$ cat src/rtl/nn_pkg.sv
// Shared datapath package: score widths, class count, score vector type and
// the argmax FSM state encoding.
package nn_pkg;

  localparam int DATA_W    = 32;
  localparam int N_CLASSES = 10;
  localparam int IDX_W     = 4;

  typedef logic signed [DATA_W-1:0] score_t;
  typedef score_t [0:N_CLASSES-1]   score_vec_t;

  typedef enum logic [1:0] {
    ARGMAX_IDLE = 2'd0,
    ARGMAX_SCAN = 2'd1,
    ARGMAX_DONE = 2'd2
  } argmax_state_t;

endpackage

$ cat src/rtl/output_argmax_if.sv
// Handshake/result bundle between the output layer and the argmax stage.
// The margin field exists only when OUTPUT_ARGMAX_MARGIN_EN is defined.
interface output_argmax_if
  import nn_pkg::*;
#(
  parameter int DATA_W    = nn_pkg::DATA_W,
  parameter int N_CLASSES = nn_pkg::N_CLASSES,
  parameter int IDX_W     = nn_pkg::IDX_W
);

  logic                              start;
  logic [0:N_CLASSES-1][DATA_W-1:0]  scores_in;
  logic                              busy;
  logic                              done;
  logic [IDX_W-1:0]                  class_out;
  logic signed [DATA_W-1:0]          max_score;
`ifdef OUTPUT_ARGMAX_MARGIN_EN
  logic [DATA_W-1:0]                 margin;

  modport master (output start, scores_in,
                  input  busy, done, class_out, max_score, margin);
  modport slave  (input  start, scores_in,
                  output busy, done, class_out, max_score, margin);
`else
  modport master (output start, scores_in,
                  input  busy, done, class_out, max_score);
  modport slave  (input  start, scores_in,
                  output busy, done, class_out, max_score);
`endif

endinterface

$ cat src/rtl/argmax_update.sv
// One step of the running maximum: folds a candidate score into best/index
// (and second-best when OUTPUT_ARGMAX_MARGIN_EN is defined).
module argmax_update
  import nn_pkg::*;
#(
  parameter int DATA_W = nn_pkg::DATA_W,
  parameter int IDX_W  = nn_pkg::IDX_W
) (
  input  logic signed [DATA_W-1:0] best,
  input  logic [IDX_W-1:0]         best_idx,
  input  logic signed [DATA_W-1:0] cand,
  input  logic [IDX_W-1:0]         cand_idx,
`ifdef OUTPUT_ARGMAX_MARGIN_EN
  input  logic signed [DATA_W-1:0] second,
  output logic signed [DATA_W-1:0] next_second,
`endif
  output logic signed [DATA_W-1:0] next_best,
  output logic [IDX_W-1:0]         next_idx
);

  // Strict greater-than so ties keep the earlier (lower) index.
  always_comb begin
    next_best = best;
    next_idx  = best_idx;
`ifdef OUTPUT_ARGMAX_MARGIN_EN
    next_second = second;
`endif
    if (cand > best) begin
      next_best = cand;
      next_idx  = cand_idx;
`ifdef OUTPUT_ARGMAX_MARGIN_EN
      next_second = best;
`endif
    end else begin
      next_best = best;
      next_idx  = best_idx;
`ifdef OUTPUT_ARGMAX_MARGIN_EN
      if (cand > second) begin
        next_second = cand;
      end else begin
        next_second = second;
      end
`endif
    end
  end

endmodule

$ cat src/rtl/output_argmax.sv
// Final classification stage: snapshots the output-layer scores and scans them
// one per clock for the winning class. Option: OUTPUT_ARGMAX_MARGIN_EN.
module output_argmax
  import nn_pkg::*;
#(
  parameter int N_CLASSES = nn_pkg::N_CLASSES,
  parameter int DATA_W    = nn_pkg::DATA_W,
  parameter int IDX_W     = nn_pkg::IDX_W
) (
  input  logic            clk,
  input  logic            rstn,
  output_argmax_if.slave  bus
);

  localparam logic [1:0] IDLE = ARGMAX_IDLE;
  localparam logic [1:0] SCAN = ARGMAX_SCAN;
  localparam logic [1:0] DONE = ARGMAX_DONE;

  localparam logic [IDX_W-1:0] LAST_IDX = IDX_W'(N_CLASSES - 1);

  logic [1:0]               state_r;
  logic [IDX_W-1:0]         idx_r;
  logic signed [DATA_W-1:0] snap_r [0:N_CLASSES-1];
  logic signed [DATA_W-1:0] best_r;
  logic [IDX_W-1:0]         best_idx_r;
  logic                     busy_r;
  logic                     done_r;
  logic [IDX_W-1:0]         class_r;
  logic signed [DATA_W-1:0] max_score_r;
  logic signed [DATA_W-1:0] next_best_s;
  logic [IDX_W-1:0]         next_idx_s;
  logic                     capture_s;

`ifdef OUTPUT_ARGMAX_MARGIN_EN
  localparam logic signed [DATA_W-1:0] SCORE_MIN = {1'b1, {(DATA_W-1){1'b0}}};

  logic signed [DATA_W-1:0] second_r;
  logic signed [DATA_W-1:0] next_second_s;
  logic [DATA_W-1:0]        margin_r;

  // Difference taken one bit wider so extreme score pairs cannot wrap.
  function automatic logic [DATA_W-1:0] sat_margin(input logic signed [DATA_W-1:0] b,
                                                   input logic signed [DATA_W-1:0] s);
    logic signed [DATA_W:0] diff;
    diff = {b[DATA_W-1], b} - {s[DATA_W-1], s};
    if (diff[DATA_W]) begin
      sat_margin = {DATA_W{1'b0}};
    end else if (diff[DATA_W-1]) begin
      sat_margin = {1'b0, {(DATA_W-1){1'b1}}};
    end else begin
      sat_margin = diff[DATA_W-1:0];
    end
  endfunction
`endif

  assign capture_s = bus.start && ((state_r == IDLE) || (state_r == DONE));

  argmax_update #(
    .DATA_W (DATA_W),
    .IDX_W  (IDX_W)
  ) u_update (
    .best        (best_r),
    .best_idx    (best_idx_r),
    .cand        (snap_r[idx_r]),
    .cand_idx    (idx_r),
`ifdef OUTPUT_ARGMAX_MARGIN_EN
    .second      (second_r),
    .next_second (next_second_s),
`endif
    .next_best   (next_best_s),
    .next_idx    (next_idx_s)
  );

  // FSM, snapshot capture, running best and registered result outputs.
  always_ff @(posedge clk or negedge rstn) begin
    if (!rstn) begin
      state_r     <= IDLE;
      idx_r       <= {IDX_W{1'b0}};
      best_r      <= {DATA_W{1'b0}};
      best_idx_r  <= {IDX_W{1'b0}};
      busy_r      <= 1'b0;
      done_r      <= 1'b0;
      class_r     <= {IDX_W{1'b0}};
      max_score_r <= {DATA_W{1'b0}};
      for (int i = 0; i < N_CLASSES; i++) begin
        snap_r[i] <= {DATA_W{1'b0}};
      end
`ifdef OUTPUT_ARGMAX_MARGIN_EN
      second_r    <= {DATA_W{1'b0}};
      margin_r    <= {DATA_W{1'b0}};
`endif
    end else begin
      done_r <= 1'b0;
      case (state_r)
        IDLE, DONE: begin
          if (capture_s) begin
            for (int i = 0; i < N_CLASSES; i++) begin
              snap_r[i] <= $signed(bus.scores_in[i]);
            end
            best_r     <= $signed(bus.scores_in[0]);
            best_idx_r <= {IDX_W{1'b0}};
            idx_r      <= IDX_W'(1);
`ifdef OUTPUT_ARGMAX_MARGIN_EN
            second_r   <= SCORE_MIN;
`endif
            busy_r     <= 1'b1;
            state_r    <= SCAN;
          end else begin
            busy_r  <= 1'b0;
            state_r <= IDLE;
          end
        end
        SCAN: begin
          best_r     <= next_best_s;
          best_idx_r <= next_idx_s;
`ifdef OUTPUT_ARGMAX_MARGIN_EN
          second_r   <= next_second_s;
`endif
          idx_r      <= idx_r + IDX_W'(1);
          if (idx_r == LAST_IDX) begin
            class_r     <= next_idx_s;
            max_score_r <= next_best_s;
`ifdef OUTPUT_ARGMAX_MARGIN_EN
            margin_r    <= sat_margin(next_best_s, next_second_s);
`endif
            done_r      <= 1'b1;
            busy_r      <= 1'b0;
            state_r     <= DONE;
          end else begin
            busy_r  <= 1'b1;
            state_r <= SCAN;
          end
        end
        default: begin
          busy_r  <= 1'b0;
          state_r <= IDLE;
        end
      endcase
    end
  end

  assign bus.busy      = busy_r;
  assign bus.done      = done_r;
  assign bus.class_out = class_r;
  assign bus.max_score = max_score_r;
`ifdef OUTPUT_ARGMAX_MARGIN_EN
  assign bus.margin    = margin_r;
`endif

endmodule

$ cat src/flat_wrapper.sv
// flat-port wrapper written by rule: the top's interface ports become plain ports
module output_argmax_flat import nn_pkg::*;
#(
  parameter int N_CLASSES = nn_pkg::N_CLASSES,
  parameter int DATA_W    = nn_pkg::DATA_W,
  parameter int IDX_W     = nn_pkg::IDX_W
)
  (clk, rstn, bus_start, bus_scores_in, bus_busy, bus_done, bus_class_out, bus_max_score);
  output_argmax_if #(.DATA_W(DATA_W), .N_CLASSES(N_CLASSES), .IDX_W(IDX_W)) bus_i ();
  input  logic clk;
  input  logic rstn;
  input wire logic [$bits(bus_i.start)-1:0] bus_start;
  input wire logic [$bits(bus_i.scores_in)-1:0] bus_scores_in;
  output wire logic [$bits(bus_i.busy)-1:0] bus_busy;
  output wire logic [$bits(bus_i.done)-1:0] bus_done;
  output wire logic [$bits(bus_i.class_out)-1:0] bus_class_out;
  output wire logic [$bits(bus_i.max_score)-1:0] bus_max_score;
  assign bus_i.start = bus_start;
  assign bus_i.scores_in = bus_scores_in;
  assign bus_busy = bus_i.busy;
  assign bus_done = bus_i.done;
  assign bus_class_out = bus_i.class_out;
  assign bus_max_score = bus_i.max_score;
  output_argmax #(.N_CLASSES(N_CLASSES), .DATA_W(DATA_W), .IDX_W(IDX_W)) u_core (.clk(clk), .rstn(rstn), .bus(bus_i));
endmodule
$ cat config.mk
export PLATFORM = sky130hd
export DESIGN_NAME = output_argmax_flat
export DESIGN_NICKNAME = d
export VERILOG_FILES = /design/src/rtl/nn_pkg.sv /design/src/rtl/output_argmax_if.sv /design/src/rtl/argmax_update.sv /design/src/rtl/output_argmax.sv /design/src/flat_wrapper.sv
export SDC_FILE = /design/constraint.sdc
export NUM_CORES = 1
export LEC_CHECK = 0
export CORE_MARGIN = 2
export CORE_UTILIZATION = 40
export DETAILED_ROUTE_END_ITERATION = 12
export GPL_TIMING_DRIVEN = 0
export PLACE_DENSITY = 0.79
export SLEW_MARGIN = 10
export SYNTH_ARGS = -nofsm -noshare
export SYNTH_HDL_FRONTEND = slang
export SYNTH_SLANG_ARGS = --single-unit
$ cat constraint.sdc
create_clock -name clk -period 3.5 [get_ports clk]
set_input_delay 1.05 -clock clk [delete_from_list [all_inputs] [get_ports clk]]
set_output_delay 1.05 -clock clk [all_outputs]
set_load 0.01 [all_outputs]
==> metrics.md <==
| Metric | Value |
|---|---|
| Leakage power | 0.0125 uW |
| Core Box Area | 45700 um2 |
| Clock slew at reported path FFs | 0.06 ns |
| Starting density of the core | 40.7% |
| Most frequent cells in the layout | nand2_1 (911), dfrtp_1 (397), clkdlybuf4s50_1 (359) |
| Crit Reg-Reg Startpoint | u_core.idx_r[0] |
| Layout area overhead | 39.3% |
| Crit-path max FO | 10 |
| Post-synth EDFFs | 0 |
| Failing checks | setup timing |
| Peak Freq | 256 MHz |
| Pwr/cell area | 1080 nW/um2 |
| Drt pass-1 iters | 5 |
| Clk_skew | 0.0176 ns |
| Final WS setup | -0.410 ns |
| Fin Setup TNS | -24.92 ns |
| Most used routing layer | met2 |
| Outcome | complete, but fails checks |
| Post-Route Utilization | 56.7% |
| CP delay by family, top | compound AO/OA/AOI/OAI gates |
| Rows | 78 |
| Routing usage on met1 | 36.0% |
| Share of cells above drive strength 1 | 12.6% |
| R2R cell count | 14 |
| Max-slew violations | 0 |
| Tot GR Track Use | 28.2% |
| Unrepaired setup endpoints after global routing | true |
| CTS Buf Count | 46 |
| Final instance area | 25900 um2 |
| Commonest non-fill, non-tap cell in the layout | nand2_1 |
| First-pass GRT wire length | 101 mm |
| Largest net degree at the start of global routing | 115 |
| Critical Path Source Type | flip-flop |
| Max cap viols | 0 |
| VDD IR max | 0.627 mV |
| WS Path Type | reg2reg |
| WP buf/inv | 4 |
| Grt met2 use | 47.1% |
| Synth warn | 0 |
| TritonCTS clock tree | yes |
| Final setup vio count | 72 |
| DRT iter0 DRCs | 1507 |
| Initial antenna violation count | 8 |
| Syn nets | 2330 |
| DRT antenna net count | 0 |
| DR WL/cell | 22.2 um |
| Worst path required time | 3.95 ns |
| Hpwl dp | 49.2 mm |
| Register area | 9990 um2 |
| Syn avg cell area | 9.42 um2 |
| Die Area | 48200 um2 |
| CP cell instances | buf_12, buf_12, mux4_2, nand3_2, o21ai_1, ha_1, nand4_1, nor4_4, buf_4, o311ai_2, a31oi_4, a21oi_4, buf_8, a221o_1 |
| Global route overflow | 0 |
| # fillers | 3880 |
| I/O pin total | 361 |
| Hold/Removal Path Class | in2async |
| Global-route met3 utilization | 5.42% |
| Min Tclk post-route | 3.91 ns |
| Synthesized flop and latch total | 399 |
| Crit-path max cell delay | 0.57 ns |
| Via count | 16.5k |
| Unique masters post-synth | 36 |
| Seq/Total Area, Yosys | 53.7% |
| Worst slew margin | 41.7% |
| Critical R2R Capture | u_core.best_r[18] |
| CP max-delay cell | mux4_2 |
| Later-pin clock latency in the skew report | 0.58 ns |
| Number of global-route vias before repair | 17.3k |
| Hold_buf cts | 0 |
| Sink Count | 399 |
| Root buffer cell | clkbuf_16 |
| Final layout net count | 2786 |
| Final hold violations | 0 |
| Arr. time, crit path | 4.36 ns |
| Total routed wirelength | 68.0 mm |
| Vias per cell | 5.36 |
| Max Buffers Root-to-Sink | 3 |
| Post-route clock period utilization | 112% |
| Measured slew at the worst slew-check pin | 0.875 ns |
| R2r setup slk | -0.41 ns |
| Die width | 220 um |
| Syn Inst Count | 1973 |
| Post-route DRC | 0 |
| Synth async-reset ratio | 100% |
| Post-Syn Area | 18600 um2 |
| Crit end category | flip-flop |
| PortBufs | 360 |
| Cell mode on critical path | buf_12 |
| Dpl cell area | 23100 um2 |
| RD Place Congestion | 0.876 |
| Multi-input gate area | 8400 um2 |
| Die height | 220 um |
| CTS H-tree lvls | 2 |
| Top_reg_cell synth | dfrtp_1 |
==> per-layer routing <==
metal / part of all wire [%] / vias to the layer above
li1: - / 7390
met1: 40 / 8196
met2: 48 / 704
met3: 7.8 / 158
met4: 4.0 / 6
met5: 0.060 / -
==> synth_stat cells (all sizes together), types with 2 or more instances <==
cell type  number  area share [%]
a21boi          2           0.081
a21o           34             1.4
a21oi          46             1.3
a221o          32             1.7
and2           33             1.1
buf            29            0.92
clkbuf         99             2.0
dfrtp         399              54
ha             34             2.3
inv            39            0.79
mux2i          66             3.6
mux4           64             7.8
nand2         914              18
nand2b          2           0.067
nand3          42             1.1
nand4           7            0.24
nor2           39            0.79
nor2b           3            0.10
nor3            2           0.054
nor4            2            0.13
o21ai          76             2.0
==> per-stage QoR <==
stage	std cells	hold slack [ns]	power, uW	worst slack [ns]
6_report	3069	0.452	28100	-0.410
5_1_grt	3067	0.492	29600	-0.492
4_1_cts	3050	0.468	27000	-0.406
3_5_place_dp	2936	0.457	19800	-1.61
3_3_place_gp	2933	0.452	19300	-15.54
2_1_floorplan	1973	0.440	15600	0.00693
==> cells by family after synthesis <==
kind of cell               Yosys count  synth area share [%]
AOI/OAI and AO/OA                  199                  6.91
DFF                                399                  53.7
and+or+nand+nor                   1044                  22.1
muxes                              130                  11.3
buffers and inverters              167                  3.71
adders and majority gates           34                  2.29
==> power by group <==
| group | internal, uW | switching (uW) | leakage (uW) | total (uW) |
|---|---|---|---|---|
| logic | 7100 | 7910 | 0.00677 | 15000 |
| registers | 6740 | 1270 | 0.00500 | 8010 |
| clock network | 3060 | 1980 | 0.000772 | 5040 |
| total | 16900 | 11200 | 0.0125 | 28100 |
==> sequential cells by signal, summed over array words and instances, names as in the netlist <==
signal,count
u_core.best_r,32
u_core.bus.done,1
u_core.bus.class_out,4
u_core.bus.max_score,32
u_core.best_idx_r,4
u_core.snap_r,320
u_core.idx_r,4
u_core.state_r,2
==> what timing repair did <==
action,in CTS,in global routing
gates resized for setup,186,61
buffers inserted,29,13
setup endpoints to repair,74,72
cloned,5,4
pin swaps,50,13
==> how the worst max path moves through the flow <==
stage	end	cells past startpoint	from
after floorplan	u_core.best_r[25]	15	u_core.idx_r[0]
after CTS	u_core.best_r[22]	15	u_core.idx_r[0]
after global routing	u_core.bus.max_score[24]	14	u_core.idx_r[0]
after detailed placement	u_core.best_r[24]	14	u_core.idx_r[1]
after global placement	u_core.snap_r[139]	1	rstn
final	u_core.best_r[18]	14	u_core.idx_r[0]
==> final cells by class <==
| type | count | area share, % |
|---|---|---|
| diodes | 4 | 0.0387 |
| plain buffers | 124 | 3.11 |
| clock buffers | 72 | 5.46 |
| clock inverters | 12 | 0.652 |
| inverters | 39 | 0.565 |
| multi-input cells | 1408 | 32.5 |
| flip-flops and latches | 399 | 38.6 |
| well taps | 600 | 2.90 |
| repair buffers | 411 | 16.3 |
No activity file was read; power rests on OpenSTA's default activity.
